===== src/rtl/bcd_timer.sv =====
// Prescaled BCD up/down timer with load/start/pause control and a sticky
// expired flag. The count advances one BCD step every TICK_DIV clocks while running.
module bcd_timer #(
  parameter int DIGITS   = 4,
  parameter int TICK_DIV = 1000000
) (
  input  logic                clk,
  input  logic                rstn,
  input  logic                load,
  input  logic [4*DIGITS-1:0] load_val,
  input  logic                start,
  input  logic                pause,
  input  logic                mode,
  output logic [4*DIGITS-1:0] count,
  output logic                running,
  output logic                expired,
  output logic                tick
);
  localparam int W  = 4 * DIGITS;
  localparam int PW = $clog2(TICK_DIV);
  localparam logic [PW-1:0] PMAX = PW'(TICK_DIV - 1);

  typedef enum logic [1:0] {IDLE, RUN, PAUSE, DONE} state_t;

  state_t        state;
  logic [PW-1:0] presc;
  logic [W-1:0]  clamped, stepped, nines;
  logic [DIGITS:0] cy;
  logic          term_cur, term_nxt, pause_req, adv;

  assign nines = {DIGITS{4'h9}};
  assign cy[0] = 1'b1;

  // Ripple borrow/carry chain: a digit only moves when every lower digit wrapped.
  for (genvar g = 0; g < DIGITS; g++) begin : g_dig
    logic [3:0] d, ld;
    assign d  = count[4*g +: 4];
    assign ld = load_val[4*g +: 4];
    assign clamped[4*g +: 4] = (ld > 4'd9) ? 4'd9 : ld;
    assign cy[g+1] = cy[g] & (mode ? (d == 4'd9) : (d == 4'd0));
    assign stepped[4*g +: 4] = !cy[g] ? d :
                               mode   ? ((d == 4'd9) ? 4'd0 : d + 4'd1)
                                      : ((d == 4'd0) ? 4'd9 : d - 4'd1);
  end

  assign term_cur  = mode ? (count == nines)   : (count == '0);
  assign term_nxt  = mode ? (stepped == nines) : (stepped == '0);
  assign pause_req = pause & ~start;
  // An already-terminal value (e.g. after a mode flip) finishes without stepping.
  assign adv  = (state == RUN) & ~load & ~pause_req & (presc == PMAX) & ~term_cur;
  assign tick = adv;

  always_ff @(posedge clk or negedge rstn) begin
    if (!rstn) begin
      state   <= IDLE;
      count   <= '0;
      presc   <= '0;
      running <= 1'b0;
      expired <= 1'b0;
    end else if (load) begin
      state   <= IDLE;
      count   <= clamped;
      presc   <= '0;
      running <= 1'b0;
      expired <= 1'b0;
    end else begin
      case (state)
        IDLE, PAUSE: if (start) begin
          if (state == IDLE) presc <= '0;
          if (term_cur) begin
            state   <= DONE;
            expired <= 1'b1;
          end else begin
            state   <= RUN;
            running <= 1'b1;
          end
        end
        RUN: begin
          if (pause_req) begin
            state   <= PAUSE;
            running <= 1'b0;
          end else if (presc == PMAX) begin
            presc <= '0;
            if (term_cur || term_nxt) begin
              state   <= DONE;
              running <= 1'b0;
              expired <= 1'b1;
            end
            if (!term_cur) count <= stepped;
          end else begin
            presc <= presc + PW'(1);
          end
        end
        default: ;
      endcase
    end
  end
endmodule


===== config.mk =====
export PLATFORM = sky130hd
export DESIGN_NAME = bcd_timer
export DESIGN_NICKNAME = d
export VERILOG_FILES = /design/src/rtl/bcd_timer.sv
export SDC_FILE = /design/constraint.sdc
export NUM_CORES = 1
export LEC_CHECK = 0
export CAP_MARGIN = 20
export CORE_MARGIN = 4
export CORE_UTILIZATION = 30
export DETAILED_ROUTE_END_ITERATION = 10
export PLACE_DENSITY = 0.56
export SLEW_MARGIN = 20
export SYNTH_ARGS = -nofsm -noshare
export SYNTH_HDL_FRONTEND = slang
export SYNTH_SLANG_ARGS = --single-unit

===== constraint.sdc =====
create_clock -name clk -period 3.8 [get_ports clk]
set_input_delay 1.14 -clock clk [delete_from_list [all_inputs] [get_ports clk]]
set_output_delay 1.14 -clock clk [all_outputs]
set_load 0.02 [all_outputs]

### Yosys cells after proc, flatten, opt, wreduce, memory -nomap -nowiden

Cells that the tools add are included.
W data, S select, Z words.

* ROM bits: 0
* bits in registers: 40
* output and inout port bits: 19
* latch bits: 0
* memories: 0
* word-level logic and storage cells: 122
* RAM bits: 0

* bitwise gates (word level): 11
* reduce and logical (&&, ||, !) cells: 17
* multiplexer cells: 56
* multipliers: 0
* shift operators: 0
* divide/modulo/power cells: 0
* equal/unequal tests: 20
* $add $sub $neg: 9
* $lt $le $gt $ge: 4

Operators by type and width (count)
* $mux W20: 5
* $mux W16: 5
* $mux W4: 19
* $pmux W20 S2: 1
* $eq A16 B16 Y1 const B: 2
* $logic_not A16 Y1: 2
* $add A20 B1 Y20 const B: 1
* $eq A20 B20 Y1 const B: 1
* $mux W1: 17
* $add A4 B1 Y4 const B: 4
* $eq A4 B4 Y1 const B: 4
* $gt A4 B4 Y1 const B: 4
* $logic_not A4 Y1: 4
* $sub A4 B1 Y4 const B: 4
* $ne A3 B3 Y1 const B: 5
* $mux W2: 6
* $reduce_and A4 Y1: 3
* $ne A4 B3 Y1 const B: 2
* $and A1 B1 Y1: 7
* $ne A3 B2 Y1 const B: 2
* $reduce_and A6 Y1: 1
* $reduce_and A5 Y1: 1
* $ne A2 B2 Y1 const B: 2
* $not A1 Y1: 4
* 9 further kinds: 11

### Depth between registers and ports, before layout

* depth after elaboration: 13
* depth in mapped cells: 12

### Worst setup path before layout

No wires, ideal clock.

* path type: in2out
* from: in mode
* to: out tick
* path buffers: 4
* arrival: 2.953 ns
* cell stages on the path: 9
* slack: -0.293 ns
* cells stage by stage: clkbuf_1 -> clkbuf_1 -> clkbuf_1 -> nand2_1 -> nor3_1 -> a32oi_1 -> nand3_1 -> clkbuf_1 -> nor2_1

* cells in the longest elaborated chain, start to end: 3

Ends and longest elaborated chain
* from (decl): line 13 `input logic mode,`
* $mux W1: line 46 `assign term_cur = mode ? (count == nines) : (count == '0);`
* $not A1 Y1: line 50 `assign adv = (state == RUN) & ~load & ~pause_req & (presc == PMAX) & ~term_cur;`
* $and A1 B1 Y1: line 50
* to (decl): line 17 `output logic tick`

Every way passes these cells.

### Worst setup path after layout

* from: in mode
* to: reg state[0]

* cells in the longest elaborated chain, start to end: 9
* elaborated cells on any way between the ends: 19
* classes of those cells: 2 x eq/ne; 12 x mux; 2 x bitwise; 3 x reduce/logical

Ends and longest elaborated chain
* $mux W1: line 40 `assign cy[g+1] = cy[g] & (mode ? (d == 4'd9) : (d == 4'd0));`
* $and A1 B1 Y1 (2 in series): line 40
* $mux W4: line 41 `assign stepped[4*g +: 4] = !cy[g] ? d :`
* $eq A16 B16 Y1 / $logic_not A16 Y1 (equally long branches): line 47 `assign term_nxt = mode ? (stepped == nines) : (stepped == '0);`
* $mux W1: line 47
* $logic_or A1 B1 Y1 *: line 84 `if (term_cur || term_nxt) begin`
* $ne A4 B3 Y1 (no line) *
* $reduce_and A4 Y1 (no line) *
* to (signal assigned): line 55 `state <= IDLE;`
* to (signal assigned): line 80 `state <= PAUSE;`
* to (signal assigned): line 85 `state <= DONE;`
* to (decl): line 25 `state_t state;`

Mark *: on every way between the ends. The rest lies on a longest branch, timed or not.
A chain may end at the register's enable or synchronous reset.

==> impl_metrics.toml <==
[synth]
synth_cell_types = 60
async_reset_ff_share_pct = 100
ys.flop_type = "dfrtp_1"
yosysTopAreaCell = "dfrtp_1"
synth_top_area_share_pct = 30.2
ys_ff_latch = 40
synth.avg_cell_area_um2 = 7.56
ys_warn_count = 0
synth_nets = 464
synth_edf_count = 0
synth_cells = 438
synth_area_mm2 = 0.00331
ys_top_cells_by_area = "dfrtp_1 (30%), o21ai_0 (6.7%), nor2_1 (5.2%)"
ys_seq_area_share_pct = 30.2

[layout]
final_nets = 535
diodes = 0
area_delta_synth_final_pct = 32.6
drive_gt1_share_pct = 16.3
finalNonFillerCells = 650
utilization_pct = 40.5

[worst_setup_path]
r2r-end = "state[0]$_DFFE_PN0P_"
crit_top_cell = "or4b_4"
critical_path.cell_chain = "dlygate4sd2_1 > or4b_4 > a221o_1 > xnor2_1 > or4_1 > or4b_4 > o21ai_4 > a21o_1 > o32ai_2"
criticalPathCategory = "primary input to flip-flop"
cp_num_buf_inv = 1
cp-start-kind = "primary input"
crit_arrival_ns = 3.91
rrSetupSlack_ns = 0.45
timing.rr.start = "count[1]$_DFFE_PN0P_"
crit_path_end_kind = "flip-flop"
cp_slowest_cell = "or4_1"
r2r_cells = 10
cp_top_family = "simple AND/OR/NAND/NOR gates"
max_stage_delay_ns = 0.53
cp.required_ns = 3.97
crit_fanout = 4

[placed_design]
dpl.cell_count = 639
place_hpwl_um = 7510
place.gp.congestion = 0.873
io_buffers = 40

[drt]
drtIter0Drc = 188
avgRoutedWirePerCell_um = 15.7
met3_length_um = 596
wl_met2_um = 5010
ant_nets = 0
drc = 0
highest_layer = "met4"
via_per_inst = 5.43
wl_met1_um = 4500
drtPass1Iterations = 7
drt_wl_total_um = 10200
via_count = 3532

[sta]
finalSetupViolCount = 0
rsz0062_at_grt = "false"
maxSlewViolCount = 0
hold_viol_final = 0
tns_ns = 0
fin_crit_sh_pct = 98.6
period_minus_slack_ns = 3.75
relSlewSlack_pct = 38.8
finClkSkew_ns = 0.00663
worst_pin_slew_ns = 0.919
fmax_mhz = 267

[cts]
cts.sinks = 40
clockBufferDepth = 2
cts_tree = "yes"
h-tree-depth = 2
clkLatencyLatePin_ns = 0.29
clkTransAtPathRegs_ns = 0.08
cts_made_buffers = 5
cts_root_buf = "clkbuf_8"

[flow_run]
maxCapViolCount = 0

[pwr]
peakVddDrop_uv = 183
p_leak_nw = 1.75
finalPower_mw = 1.36
power_density_mw_per_mm2 = 310

[global_route]
grt-ovfl-total = 0
antenna_found_initial = 0
grt_max_degree = 45
grt_pass1_vias = 3503
grt_usage_pct = 16.2
grt_pass1_wl_um = 17200

[floorplan]
fp.dieW_um = 113
io_pins = 41
rows = 38
fp.dieH_um = 113
dieArea_mm2 = 0.0128
coreArea_mm2 = 0.0108
initial_core_util_pct = 30.5

[worst_hold_path]
hold_class = "flip-flop to flip-flop"
min_to = "presc[4]$_DFFE_PN0P_"
hp-start = "presc[4]$_DFFE_PN0P_"
worstHoldPathCells = 1

[run_status]
status = "complete, no violations"
cells by family after synthesis:
family | synth area share, %
compound gates | 24.9
xor+xnor | 6.08
fa+ha+maj | 1.51
buf+inv | 5.14
flops | 30.2
mux | 1.21
simple gates | 31.0
routing by layer:
layer | global-route usage (%) | up-vias
li1 | - | 1738
met1 | 21.1 | 1679
met2 | 27.9 | 96
met3 | 2.51 | 19
met4 | 4.09 | 0
met5 | 0 | -
through the flow:
| step | cell area (um2) | hold WS (ns) | setup WS, ns |
|---|---|---|---|
| final | 4390 | 0.510 | 0.0529 |
| after global routing | 4390 | 0.538 | 0.00686 |
| after CTS | 4380 | 0.511 | 0.0214 |
| after detailed placement | 4170 | 0.498 | -0.513 |
| after global placement | 4170 | 0.484 | -0.492 |
| after floorplan | 3320 | 0.457 | 0.00832 |
Yosys cell counts, types with 5 or more instances:
library cell  instances
nand3_1              14
inv_1                11
nand4_1               8
o21ai_0              44
nor4_1                8
o31ai_1               7
xnor2_1              10
nand2_1              36
nand2b_1             12
o21a_1                7
a31oi_1               5
dfrtp_1              40
o22ai_1               6
nand3b_1              6
nor3_1               16
nor2b_1               6
a21oi_1              26
nor2_1               46
clkbuf_1             27
xor2_1               13
or3_1                 7
and3_1               10
cells in the final DEF, fill, tap and decap left out, types with 3 or more instances in the layout:
| master | n |
|---|---|
| xor2_1 | 13 |
| nand3b_1 | 6 |
| a21oi_1 | 25 |
| o31ai_1 | 7 |
| o21a_1 | 7 |
| nor3_1 | 16 |
| ha_1 | 4 |
| nand3_1 | 13 |
| a22o_1 | 3 |
| mux2i_1 | 4 |
| dfrtp_1 | 40 |
| o21ai_0 | 44 |
| clkdlybuf4s50_1 | 37 |
| or2_2 | 4 |
| a31oi_1 | 5 |
| nor2_1 | 45 |
| buf_4 | 54 |
| o22ai_1 | 6 |
| nand2b_1 | 12 |
| nand2_1 | 36 |
| inv_1 | 11 |
| nor2b_1 | 6 |
| xnor2_1 | 10 |
| nand4_1 | 8 |
| and3_1 | 10 |
| nor3b_1 | 3 |
| o31a_1 | 4 |
| nor4_1 | 7 |
| or3_1 | 7 |
| clkbuf_8 | 7 |
sequential cells by signal (all words and copies together), names as in the netlist:
signal / cells
count: 16
state: 2
expired: 1
presc: 20
running: 1
worst max path at each step:
stage                               start              endpoint  slack [ns]  cells after the start
global route                         mode  state[0]$_DFFE_PN0P_       0.007                      9
CTS                 presc[11]$_DFFE_PN0P_                  tick        0.02                      7
floorplan                            mode  state[0]$_DFFE_PN0P_       0.008                      9
global placement                     mode  state[0]$_DFFE_PN0P_       -0.49                     11
finish                               mode  state[0]$_DFFE_PN0P_        0.05                      9
detailed placement                   mode  state[0]$_DFFE_PN0P_       -0.51                     11
where the power goes:
| group | total, mW | switching [mW] | internal, mW | leakage, nW |
|---|---|---|---|---|
| combinational | 0.484 | 0.273 | 0.211 | 1.16 |
| clock | 0.379 | 0.148 | 0.232 | 0.0645 |
| sequential | 0.497 | 0.0432 | 0.454 | 0.530 |
| total | 1.36 | 0.464 | 0.896 | 1.75 |
repair_timing:
item / CTS / global route
resized for setup: 14 / 3
pin swaps: 5 / 1
endpoints found under the hold margin: 0 / 0
cloned: 1 / 0
hold buffers: 0 / 0
buffers inserted: 2 / 0
endpoints found under the setup margin: 5 / 5
layout make-up:
class | count | area (um2)
clock buffers | 7 | 96.3
clock inverters | 1 | 30.0
fillers | 1128 | 6450
inverters | 11 | 41.3
multi-input cells | 354 | 2180
flip-flops and latches | 40 | 1000
well taps | 140 | 175
repair buffers | 97 | 865
worst register-to-register path: stages, from the launching register on:
cell     delay (ns)
dfrtp_1        0.47
inv_1          0.11
ha_1           0.17
or4b_4         0.49
a221o_1        0.41
xnor2_1        0.14
or4_1          0.53
or4b_4         0.51
o21ai_4        0.11
a21o_1         0.21
o32ai_2        0.09
(Power assumes the default switching activity.)
